<file path="src/rtl/pipelined_carry_adder_if.sv">
// Operand/result handshake bundle for pipelined_carry_adder.
// The master side drives operands and out_ready; the slave (the adder) drives the result side.
interface pipelined_carry_adder_if #(
    parameter int WIDTH = 32
);
    logic             in_valid;
    logic             in_ready;
    logic [WIDTH-1:0] a;
    logic [WIDTH-1:0] b;
    logic             cin;
    logic             sub;
    logic             out_valid;
    logic             out_ready;
    logic [WIDTH-1:0] sum;
    logic             cout;
    logic             ovf;

    modport master (
        output in_valid, a, b, cin, sub, out_ready,
        input  in_ready, out_valid, sum, cout, ovf
    );

    modport slave (
        input  in_valid, a, b, cin, sub, out_ready,
        output in_ready, out_valid, sum, cout, ovf
    );
endinterface

</file>
<file path="src/rtl/pipelined_carry_adder.sv">
// Pipelined add/subtract: one CHUNK-bit ripple segment per stage, registered carry between stages.
// Optional signed saturation of the result is enabled by defining PIPE_ADDER_SAT_EN.
module pipelined_carry_adder #(
    parameter int WIDTH = 32,
    parameter int CHUNK = 8
) (
    input  logic                   clk,
    input  logic                   rst,
    pipelined_carry_adder_if.slave bus
);
    localparam int STAGES = WIDTH / CHUNK;

    // Index 0 is the operand capture register; index k holds the result after chunk k-1.
    logic             vld_q   [0:STAGES];
    logic             c_q     [0:STAGES];
    logic [WIDTH-1:0] a_q     [0:STAGES-1];
    logic [WIDTH-1:0] b_q     [0:STAGES-1];
    logic [WIDTH-1:0] sum_q   [1:STAGES];
    logic             ovf_q;

    logic [CHUNK:0]   chunk_sum [1:STAGES];
    logic             c_d       [1:STAGES];
    logic [WIDTH-1:0] acc_d     [1:STAGES];
    logic [WIDTH-1:0] res_d;
    logic             ovf_d;
    logic             a_msb;
    logic             b_msb;
    logic             stall;
    logic             advance;

    assign stall        = vld_q[STAGES] && !bus.out_ready;
    assign advance      = !stall;
    assign bus.in_ready = advance;

    genvar gi;
    generate
        for (gi = 1; gi <= STAGES; gi++) begin : gen_stage
            assign chunk_sum[gi] = {1'b0, a_q[gi-1][(gi-1)*CHUNK +: CHUNK]}
                                 + {1'b0, b_q[gi-1][(gi-1)*CHUNK +: CHUNK]}
                                 + {{CHUNK{1'b0}}, c_q[gi-1]};
            assign c_d[gi] = chunk_sum[gi][CHUNK];
            // Chunks above the current one are still zero in the partial result, so OR inserts cleanly.
            if (gi == 1) begin : gen_first
                assign acc_d[gi] = WIDTH'(chunk_sum[gi][CHUNK-1:0]);
            end else begin : gen_next
                assign acc_d[gi] = sum_q[gi-1]
                                 | (WIDTH'(chunk_sum[gi][CHUNK-1:0]) << ((gi - 1) * CHUNK));
            end
        end
    endgenerate

    assign a_msb = a_q[STAGES-1][WIDTH-1];
    assign b_msb = b_q[STAGES-1][WIDTH-1];
    assign ovf_d = (a_msb == b_msb) && (acc_d[STAGES][WIDTH-1] != a_msb);

`ifdef PIPE_ADDER_SAT_EN
    assign res_d = !ovf_d ? acc_d[STAGES]
                 : (a_msb ? {1'b1, {(WIDTH-1){1'b0}}} : {1'b0, {(WIDTH-1){1'b1}}});
`else
    assign res_d = acc_d[STAGES];
`endif

    always_ff @(posedge clk or posedge rst) begin
        if (rst) begin
            for (int k = 0; k <= STAGES; k++) begin
                vld_q[k] <= 1'b0;
                c_q[k]   <= 1'b0;
            end
            for (int k = 0; k < STAGES; k++) begin
                a_q[k] <= '0;
                b_q[k] <= '0;
            end
            for (int k = 1; k <= STAGES; k++) begin
                sum_q[k] <= '0;
            end
            ovf_q <= 1'b0;
        end else if (advance) begin
            // Subtraction runs as A + ~B + ~cin; the inversion is folded in at capture time.
            vld_q[0] <= bus.in_valid;
            a_q[0]   <= bus.a;
            b_q[0]   <= bus.sub ? ~bus.b : bus.b;
            c_q[0]   <= bus.sub ? ~bus.cin : bus.cin;
            for (int k = 1; k < STAGES; k++) begin
                a_q[k] <= a_q[k-1];
                b_q[k] <= b_q[k-1];
            end
            for (int k = 1; k <= STAGES; k++) begin
                vld_q[k] <= vld_q[k-1];
                c_q[k]   <= c_d[k];
                sum_q[k] <= (k == STAGES) ? res_d : acc_d[k];
            end
            ovf_q <= ovf_d;
        end
    end

    assign bus.out_valid = vld_q[STAGES];
    assign bus.sum       = sum_q[STAGES];
    assign bus.cout      = c_q[STAGES];
    assign bus.ovf       = ovf_q;
endmodule

</file>
<file path="src/flat_wrapper.sv">
// flat-port wrapper written by rule: the top's interface ports become plain ports
module pipelined_carry_adder_flat 
#(
    parameter int WIDTH = 32,
    parameter int CHUNK = 8
)
  (clk, rst, bus_in_valid, bus_a, bus_b, bus_cin, bus_sub, bus_out_ready, bus_in_ready, bus_out_valid, bus_sum, bus_cout, bus_ovf);
  pipelined_carry_adder_if #(.WIDTH(WIDTH)) bus_i ();
  input  logic clk;
  input  logic rst;
  input wire logic [$bits(bus_i.in_valid)-1:0] bus_in_valid;
  input wire logic [$bits(bus_i.a)-1:0] bus_a;
  input wire logic [$bits(bus_i.b)-1:0] bus_b;
  input wire logic [$bits(bus_i.cin)-1:0] bus_cin;
  input wire logic [$bits(bus_i.sub)-1:0] bus_sub;
  input wire logic [$bits(bus_i.out_ready)-1:0] bus_out_ready;
  output wire logic [$bits(bus_i.in_ready)-1:0] bus_in_ready;
  output wire logic [$bits(bus_i.out_valid)-1:0] bus_out_valid;
  output wire logic [$bits(bus_i.sum)-1:0] bus_sum;
  output wire logic [$bits(bus_i.cout)-1:0] bus_cout;
  output wire logic [$bits(bus_i.ovf)-1:0] bus_ovf;
  assign bus_i.in_valid = bus_in_valid;
  assign bus_i.a = bus_a;
  assign bus_i.b = bus_b;
  assign bus_i.cin = bus_cin;
  assign bus_i.sub = bus_sub;
  assign bus_i.out_ready = bus_out_ready;
  assign bus_in_ready = bus_i.in_ready;
  assign bus_out_valid = bus_i.out_valid;
  assign bus_sum = bus_i.sum;
  assign bus_cout = bus_i.cout;
  assign bus_ovf = bus_i.ovf;
  pipelined_carry_adder #(.WIDTH(WIDTH), .CHUNK(CHUNK)) u_core (.clk(clk), .rst(rst), .bus(bus_i));
endmodule
</file>
<file path="config.mk">
export PLATFORM = sky130hd
export DESIGN_NAME = pipelined_carry_adder_flat
export DESIGN_NICKNAME = d
export VERILOG_FILES = /design/src/rtl/pipelined_carry_adder_if.sv /design/src/rtl/pipelined_carry_adder.sv /design/src/flat_wrapper.sv
export SDC_FILE = /design/constraint.sdc
export NUM_CORES = 1
export LEC_CHECK = 0
export ABC_CLOCK_PERIOD_IN_PS = 10850
export CORE_AREA = 2 2 138 140
export CTS_BUF_LIST = sky130_fd_sc_hd__clkbuf_2 sky130_fd_sc_hd__clkbuf_4 sky130_fd_sc_hd__clkbuf_8
export DETAILED_ROUTE_END_ITERATION = 8
export DIE_AREA = 0 0 140 142
export GPL_TIMING_DRIVEN = 0
export PLACE_DENSITY = 0.81
export RECOVER_POWER = 50
export SLEW_MARGIN = 30
export SYNTH_ARGS = -nofsm -noshare
export SYNTH_HDL_FRONTEND = slang
export SYNTH_SLANG_ARGS = --single-unit
</file>
<file path="constraint.sdc">
create_clock -name clk -period 10.85 [get_ports clk]
set_input_delay 2.17 -clock clk [delete_from_list [all_inputs] [get_ports clk]]
set_output_delay 2.17 -clock clk [all_outputs]
set_load 0.01 [all_outputs]
</file>
==> results by group <==
STA
  • Actual slew at the worst max-slew pin: 3300 ps
  • Final WS setup: 4240 ps
  • Final setup violation count: 0
  • Hold slack final: 461 ps
  • Layout Skew: 11.2 ps
  • Fin crit period: between 6000 and 7000 ps
  • Peak Freq: 0.151 GHz
  • Final critical-path share of the clock period: 60.9%
  • Relative slew slack: -121%
  • Hold Fails Final Rpt: 0
  • Slew Limit Fails: 72
  • Setup TNS: 0 ps
  • Unrepaired setup endpoints after global routing: no

Detailed routing
  • Residual DRC count: 3
  • Routed WL per cell: between 15 and 20 um
  • First-pass DRT Iterations: 9
  • Metal3 WL: 1.62 mm
  • Via count: 8218
  • DRT Wirelength: 24.4 mm
  • Final ANT Viol Nets: 0
  • Wl on met1: 10.3 mm
  • Highest routed layer: met4
  • Metal2 WL: about 12 mm
  • DRT iter0 DRCs: a little under 700
  • Vias/cell: about 5.2

Worst setup path
  • CP Class: input pin to output port
  • Crit-path slowest cell: dlygate4sd3_1
  • Worst R2R End: u_core.c_q[1]
  • Critical Path Max Stage Delay: 530 ps
  • Crit. End Element: output port
  • Worst EP arrival: between 4000 and 5000 ps
  • Worst reg2reg path depth: 7
  • CP Max Fanout: 10
  • Required @ worst endpoint: 8680 ps
  • Cell family with most CP delay: buffers and inverters
  • Crit path launch: bus_out_ready
  • Crit-path cells: dlygate4sd3_1, nor2b_1, clkbuf_1, inv_1, buf_2, clkdlybuf4s50_1
  • FF-to-FF Start: u_core.b_q[48]
  • Critical path depth: 6
  • Crit path buf inv count: 5
  • CP startpoint kind: input pin
  • Reg2reg setup slack: 8330 ps
  • Critical Path End: bus_in_ready

Synthesis
  • Commonest cells in the netlist: nand2_1 (622), dfrtp_1 (251), o21ai_0 (56)
  • Syn Nets: 1281
  • Yosys reg bits: about 250
  • Post-synth EDFFs: 0
  • Avg Cell Area, Syn: 9.12 um^2
  • Syn Inst Count: about 1200
  • Leading area contributor after synthesis: dfrtp_1
  • Top cell type's share of synthesized area: between 50% and 60%
  • Post-synth cell types: 32
  • Top cells by area, synth: dfrtp_1 (59%), nand2_1 (22%), xnor2_1 (3.4%)
  • Post-Syn Area: 10700 um^2
  • Seq/Total Area, Yosys: about three fifths
  • Count leader, synth: nand2_1
  • Ys flop type: dfrtp_1
  • FFs w/ async S/R, synth: 100%
  • Warnings from Yosys: 0

Layout
  • Layout cells sized above 1: 8.26%
  • Antenna cells: 0
  • Nets: approximately 1400
  • Finished Layout Cells: 1578
  • Fill cells: 1423
  • Area delta synth->final: 20.2%

CTS
  • CTS Sinks: 251
  • Hold_buf cts: 0
  • TritonCTS buffer count: 40
  • CTS tree: done
  • Clock Latency Late Sink: around 530 ps
  • H-tree depth: 2
  • # resized after CTS: 0
  • Clk slew on worst S/H paths: 60 ps
  • Post-CTS setup buffer count: 0
  • Clock root cell: clkbuf_8
  • CTS Buffer Depth: 3

Pwr
  • Leakage: 0.00645 uW
  • Power Dens Cells: around 300 nW/um^2
  • Max VDD drop: roughly 0.00014 V

Floorplan
  • Core ar.: 18500 um^2
  • Starting Density: between 50% and 60%
  • Die width: roughly 140 um
  • Die Ht: 142 um
  • Std-Cell Rows: 50
  • I/O pins: roughly 110
  • Die Area: 19900 um^2

Placement
  • Final HPWL DP: 17.0 mm
  • IO buf count: 104
  • Placed cells: 1515
  • Final GP Congestion: 0.841
  • Pre-CTS setup slack: 4660 ps

GRT
  • GRT overflow: 0
  • First-pass GRT wire length: around 40 mm
  • Initial antenna violation count: 0
  • Pin count of the biggest net entering global routing: 97
  • Number of global-route vias before repair: 8063
  • Global-route usage over all layers: approximately 26%

Run status
  • Failing checks: DRC, capacitance limit, slew limit
  • Status: finished with violations

Hold path
  • Hold/Removal Path Class: flip-flop to flip-flop

Job
  • Number of max-cap violations: 1
==> layout by cell type (no fill, tap or decap), types with 6 or more instances in the layout <==
cell type / count
a21oi_1: 19
a31oi_1: 6
buf_2: 41
clkbuf_1: 16
clkbuf_4: 17
clkbuf_8: 45
clkdlybuf4s50_1: 102
dfrtp_1: 251
fa_1: 8
ha_1: 28
inv_1: 6
nand2_1: 622
nor2_1: 17
nor3_1: 10
o21ai_0: 56
o31ai_1: 6
xnor2_1: 41
xor2_1: 9
==> per-layer routing <==
| layer | vias up | global-route usage [%] |
|---|---|---|
| met5 | - | 0 |
| met2 | 248 | 44.2 |
| li1 | 3996 | - |
| met4 | 0 | 7.81 |
| met1 | 3926 | 34.3 |
| met3 | 48 | 4.95 |
==> cell type report <==
class / instances / area [um^2] / area share, %
multi-input combinational: 858 / 4130 / 32.1
clock buffer: 62 / 747 / 5.80
sequential: 251 / 6280 / 48.8
clock inverter: 1 / 30.0 / 0.233
timing repair buffer: 106 / 1100 / 8.51
tap: 234 / 293 / 2.27
buffer: 59 / 273 / 2.12
inverter: 7 / 27.5 / 0.214
==> per-stage QoR <==
step	util, %	cell area [um^2]	power (uW)
3_3_place_gp	65.3	12000	2970
6_report	69.8	12900	3850
2_1_floorplan	-	10700	2540
5_1_grt	69.8	12900	4140
3_5_place_dp	65.6	12100	3040
4_1_cts	69.8	12900	3860
==> worst reg2reg max path, cell delays in order (launching register included) <==
cell and delay [ps]:
dfrtp_1 400, fa_1 490, fa_1 440, a21oi_1 190
o21ai_0 170, o31a_1 310, o21ai_0 240, a31oi_1 130
==> power by group <==
part	leakage, uW	switching (uW)	internal [uW]
clock network	0.000416	343	455
logic	0.00299	828	616
registers	0.00304	250	1360
total	0.00645	1420	2430
==> flip-flops by register name, summed over array words and instances, names as in the netlist <==
name,cells
u_core.bus.out_valid,1
u_core.b_q,79
u_core.sum_q,48
u_core.vld_q,4
u_core.b_msb,1
u_core.bus.ovf,1
u_core.a_msb,1
u_core.bus.cout,1
u_core.bus.sum,32
u_core.a_q,79
u_core.c_q,4
==> how the worst min path moves through the flow <==
stage	slack (ps)	startpoint	depth (start not counted)	endpoint
after floorplan	430	u_core.vld_q[1]	2	u_core.vld_q[1]
final	460	u_core.bus.sum[9]	2	u_core.bus.sum[9]
after global routing	480	u_core.sum_q[34]	2	u_core.sum_q[34]
after global placement	450	u_core.bus.sum[10]	2	u_core.bus.sum[10]
after detailed placement	450	u_core.bus.sum[4]	2	u_core.bus.sum[4]
after CTS	470	u_core.a_q[80]	2	u_core.a_q[48]
==> kinds of logic (layout without fill, tap and decap cells) <==
logic type	after synthesis	after routing	synth area share [%]
fa+ha+maj	36	36	4.77
flops	251	251	58.6
buf+inv	66	235	2.82
compound gates	111	111	6.11
simple gates	661	661	23.6
xor+xnor	50	50	4.09
(Power assumes the default switching activity.)
